`src/rtl/coin_change_dispenser.sv`:
```
// ============================================================================
// Module   : coin_change_dispenser
// Function : Greedy coin payout (dollar/quarter/dime) over a 4-phase req/ack
//            ejector handshake, with residue, coin count and timeout fault.
// Revision : 1.0 - initial release
// ============================================================================
`default_nettype none

module coin_change_dispenser #(
  parameter int AMT_W       = 10,
  parameter int CNT_W       = 5,
  parameter int DOLLAR_VAL  = 100,
  parameter int QUARTER_VAL = 25,
  parameter int DIME_VAL    = 10,
  parameter int TIMEOUT_CYC = 1000
) (
  input  logic             clk,
  input  logic             rst,
  input  logic             chg_valid,
  input  logic [AMT_W-1:0] chg_amt,
  output logic             chg_ready,
  output logic             coin_dollar,
  output logic             coin_quarter,
  output logic             coin_dime,
  input  logic             coin_ack,
  output logic             busy,
  output logic             done,
  output logic [AMT_W-1:0] residue,
  output logic [CNT_W-1:0] coin_cnt,
  output logic             fault
);

  localparam int TMO_W = (TIMEOUT_CYC > 1) ? $clog2(TIMEOUT_CYC) : 1;
  localparam logic [TMO_W-1:0] TMO_LAST = TMO_W'(TIMEOUT_CYC - 1);

  localparam logic [AMT_W-1:0] C_DOLLAR  = AMT_W'(DOLLAR_VAL);
  localparam logic [AMT_W-1:0] C_QUARTER = AMT_W'(QUARTER_VAL);
  localparam logic [AMT_W-1:0] C_DIME    = AMT_W'(DIME_VAL);

  localparam logic [2:0] S_IDLE  = 3'd0;
  localparam logic [2:0] S_SEL   = 3'd1;
  localparam logic [2:0] S_EJECT = 3'd2;
  localparam logic [2:0] S_REL   = 3'd3;
  localparam logic [2:0] S_DONE  = 3'd4;

  logic [2:0]       state_q, state_d;
  logic [AMT_W-1:0] remaining_q, remaining_d;
  logic [AMT_W-1:0] residue_q, residue_d;
  logic [CNT_W-1:0] cnt_q, cnt_d;
  logic [TMO_W-1:0] tmo_q, tmo_d;
  logic             fault_q, fault_d;
  // One-hot selected coin: {dime, quarter, dollar}
  logic [2:0]       coin_q, coin_d;
  logic [AMT_W-1:0] w_coin_val;

  always_comb begin
    if (coin_q[0])      w_coin_val = C_DOLLAR;
    else if (coin_q[1]) w_coin_val = C_QUARTER;
    else                w_coin_val = C_DIME;
  end

  always_comb begin
    state_d     = state_q;
    remaining_d = remaining_q;
    residue_d   = residue_q;
    cnt_d       = cnt_q;
    tmo_d       = '0;
    fault_d     = fault_q;
    coin_d      = coin_q;
    case (state_q)
      S_IDLE: begin
        if (chg_valid) begin
          remaining_d = chg_amt;
          cnt_d       = '0;
          residue_d   = '0;
          fault_d     = 1'b0;
          state_d     = S_SEL;
        end
      end
      S_SEL: begin
        if (remaining_q >= C_DOLLAR) begin
          coin_d  = 3'b001;
          state_d = S_EJECT;
        end else if (remaining_q >= C_QUARTER) begin
          coin_d  = 3'b010;
          state_d = S_EJECT;
        end else if (remaining_q >= C_DIME) begin
          coin_d  = 3'b100;
          state_d = S_EJECT;
        end else begin
          // Residue is loaded on entry so it is already valid alongside done.
          residue_d = remaining_q;
          state_d   = S_DONE;
        end
      end
      S_EJECT: begin
        if (coin_ack) begin
          remaining_d = remaining_q - w_coin_val;
          cnt_d       = (cnt_q == {CNT_W{1'b1}}) ? cnt_q : cnt_q + CNT_W'(1);
          state_d     = S_REL;
        end else if (tmo_q == TMO_LAST) begin
          fault_d   = 1'b1;
          residue_d = remaining_q;
          state_d   = S_DONE;
        end else begin
          tmo_d = tmo_q + TMO_W'(1);
        end
      end
      S_REL: begin
        if (!coin_ack) state_d = S_SEL;
      end
      S_DONE: state_d = S_IDLE;
      default: state_d = S_IDLE;
    endcase
  end

  always_ff @(posedge clk) begin
    if (rst) begin
      state_q     <= S_IDLE;
      remaining_q <= '0;
      residue_q   <= '0;
      cnt_q       <= '0;
      tmo_q       <= '0;
      fault_q     <= 1'b0;
      coin_q      <= '0;
    end else begin
      state_q     <= state_d;
      remaining_q <= remaining_d;
      residue_q   <= residue_d;
      cnt_q       <= cnt_d;
      tmo_q       <= tmo_d;
      fault_q     <= fault_d;
      coin_q      <= coin_d;
    end
  end

  assign chg_ready    = (state_q == S_IDLE);
  assign busy         = (state_q != S_IDLE);
  assign done         = (state_q == S_DONE);
  assign coin_dollar  = (state_q == S_EJECT) && coin_q[0];
  assign coin_quarter = (state_q == S_EJECT) && coin_q[1];
  assign coin_dime    = (state_q == S_EJECT) && coin_q[2];
  assign residue      = residue_q;
  assign coin_cnt     = cnt_q;
  assign fault        = fault_q;

endmodule

`default_nettype wire

```
`config.mk`:
```
export PLATFORM = sky130hd
export DESIGN_NAME = coin_change_dispenser
export DESIGN_NICKNAME = d
export VERILOG_FILES = /design/src/rtl/coin_change_dispenser.sv
export SDC_FILE = /design/constraint.sdc
export NUM_CORES = 1
export LEC_CHECK = 0
export CAP_MARGIN = 20
export CELL_PAD_IN_SITES_DETAIL_PLACEMENT = 1
export CELL_PAD_IN_SITES_GLOBAL_PLACEMENT = 2
export CORE_MARGIN = 5
export CORE_UTILIZATION = 29
export DETAILED_ROUTE_END_ITERATION = 12
export GPL_ROUTABILITY_DRIVEN = 0
export HOLD_SLACK_MARGIN = 0.12
export MAX_ROUTING_LAYER = met4
export PLACE_DENSITY = 0.84
export SLEW_MARGIN = 20
export SYNTH_ARGS = -nofsm -noshare
export SYNTH_HDL_FRONTEND = slang
export SYNTH_SLANG_ARGS = --single-unit
```
`constraint.sdc`:
```
create_clock -name clk -period 2.2 [get_ports clk]
set_clock_uncertainty 0.2 [all_clocks]
set_input_delay 0.22 -clock clk [delete_from_list [all_inputs] [get_ports clk]]
set_output_delay 0.22 -clock clk [all_outputs]
set_load 0.05 [all_outputs]
```
==> impl_metrics.tcl <==
set metrics [dict create \
    htree_levels 2 \
    min_period_ps 2172 \
    ff_latch_area_um2 843.3 \
    grt_overflow 0 \
    wire_per_inst_um 15.00 \
    ys_types 54 \
    io_buffers 35 \
    cts_tree "done" \
    yosys_warnings 0 \
    drv_slew 0 \
    multi_input_area_um2 1510 \
    synth-simple-area-share 0.3007 \
    syn_nets 302 \
    finalHoldWorstSlack_ps 258.6 \
    fp.dieArea_um2 10010 \
    die_x_um 100.0 \
    grt.total_usage 0.1416 \
    synth_top_family_by_area "simple AND/OR/NAND/NOR gates" \
    synth_area_leaders "dfxtp_1, ha_1, nor2_1, a211oi_1, nand2_1" \
    async_flop_share 0 \
    postRouteAntennaNets 0 \
    endpoint_kind "flop" \
    hold_depth 1 \
    clkLatencyLatePin_ps 300 \
    cts_max_path_buffers 2 \
    rsz0062_at_grt "true" \
    synth_top_cell_by_area "dfxtp_1" \
    tightest_slew_ps 500.4 \
    numCtsBuffers 5 \
    synth_edf_count 0 \
    vias 2210 \
    p_total_mw 2.374 \
    status "finished clean" \
    synth_top_area_frac 0.3576 \
    grt_pass1_vias 2211 \
    std_cell_rows 32 \
    synth-xor-area-share 0.03725 \
    synthMuxAreaShare 0.02182 \
    p_leak_nw 1.195 \
    drc 0 \
    start_util 0.3011 \
    cts-root-buf "clkbuf_8" \
    synthFlopType "dfxtp_1" \
    via_per_inst 4.977 \
    antenna_found_initial 0 \
    num_antenna_cells 0 \
    synth_compound_area_frac 0.1762 \
    grt_start_max_net_pins 35 \
    synthesis.area_um2 2351 \
    hold_path.class "flop to flop" \
    vdd_drop_max_uv 333.7 \
    drive_gt1_frac 0.2719 \
    critical_path_required_ps 2230 \
    die-height_um 100.0 \
    detailed_place_hpwl_um 4890 \
    arrival_ps 2210 \
    max_freq_mhz 460.5 \
    drt_wl_total_um 6660 \
    final-setup-viol-count 0 \
    avgSynthCellArea_um2 8.487 \
    hold_viol 0 \
    clk_pin_slew_ps 90 \
    critPathMaxFanout 3 \
    grt_pass1_wl_um 11080 \
    mostFrequentLayoutCells "dfxtp_1, buf_4, nor2_1, clkdlybuf4s50_1, nand2_1" \
    critPathLaunchType "flop" \
    placed_cells 434 \
    rr_worst_depth 10 \
    synth_adder_area_share 0.06173 \
    post_layout_nonfiller_instances 444 \
    max_cap_violations 0 \
    fill_cells 932 \
    drtIter0Drc 50 \
    post-route-period-util 0.9871 \
    coreArea_um2 7807 \
    syn_inst 277 \
    first_pass_iters 4 \
    ioPinCount 36 \
    ys_seq_area_frac 0.3576 \
    nNetsFinal 366 \
    p_per_area_nw_per_um2 728.9 \
    synth-seq-cells 42 \
    syn_to_final_growth_pct 38.53 \
    clock_sinks 42 \
    slew_headroom 0.6653 \
    path_class "flop to flop" \
]
## logic make-up (layout without fill, tap and decap cells)
family,Yosys count,after routing
compound gates,58,58
fa+ha+maj,11,11
buf+inv,23,88
flops,42,42
xor+xnor,10,10
simple gates,128,128
mux,5,5
## cell usage after synthesis, drive strengths merged (5+ instances only)
master	count
nor3	13
nand2	20
clkbuf	7
o21ai	14
inv	8
nor2b	5
buf	8
a211oi	13
a21oi	10
and2	5
nand3b	10
nand3	9
nor2	41
ha	10
nor3b	5
xor2	6
dfxtp	42
## power breakdown
part / internal, mW / switching (mW)
Combinational: 0.442 / 0.535
Sequential: 0.814 / 0.0483
Clock: 0.253 / 0.282
## worst max-delay path: stages (launching register included)
cell and delay, ps:
dfxtp_2 360, inv_2 50, nand2_2 60, inv_2 50
ha_4 160, fa_2 360, nor2b_2 140, o31a_1 170
o31a_1 140, mux2_4 300, a31oi_1 110
## metal layers
| layer | global-route usage | vias to the layer above | share of wire |
|---|---|---|---|
| met2 | 0.2145 | 44 | 0.46 |
| met1 | 0.1924 | 1046 | 0.48 |
| met4 | 0.04041 | 0 | 0.013 |
| li1 | - | 1115 | - |
| met5 | - | - | 0 |
| met3 | 0.02710 | 5 | 0.044 |
## final cells by class
class / instances / share of cell area
clock buffers: 6 / 0.02536
well taps: 102 / 0.03919
multi-input cells: 212 / 0.4637
repair buffers: 72 / 0.1998
flip-flops and latches: 42 / 0.2589
clock inverters: 2 / 0.003842
inverters: 8 / 0.009220
## sequential cells by signal, indices dropped and copies added (netlist names)
signal	cells
state_q	3
tmo_q	10
coin_cnt	5
remaining_q	10
residue	10
coin_q	3
fault	1
## through the flow
stage / setup slack, ps / cell area, um2 / util / TNS, ps
3_3_place_gp: -48.48 / 3048 / 0.3904 / -105.7
2_1_floorplan: -44.13 / 2360 / - / -59.56
3_5_place_dp: -126.9 / 3048 / 0.3904 / -404.2
6_report: 28.42 / 3257 / 0.4171 / 0
5_1_grt: -75.50 / 3257 / 0.4171 / -282.0
4_1_cts: 11.22 / 3196 / 0.4093 / 0
## final timing paths
kind,slack (ps),from,end
max,30,coin_q[0]$_SDFFE_PP0P_,remaining_q[8]$_SDFFE_PP0P_
min,260,tmo_q[0]$_SDFF_PP0_,tmo_q[0]$_SDFF_PP0_
max reg2reg,30,coin_q[0]$_SDFFE_PP0P_,remaining_q[8]$_SDFFE_PP0P_
min reg2reg,260,tmo_q[0]$_SDFF_PP0_,tmo_q[0]$_SDFF_PP0_
## what timing repair did
item / in CTS / in global routing
hold endpoints to repair: 0 / 0
endpoints found under the setup margin: 7 / 6
hold buffers: 0 / 0
resized for setup: 11 / 11
buffers inserted: 1 / 1
pin swaps: 4 / 6
Power figures use the tool's default switching activity.
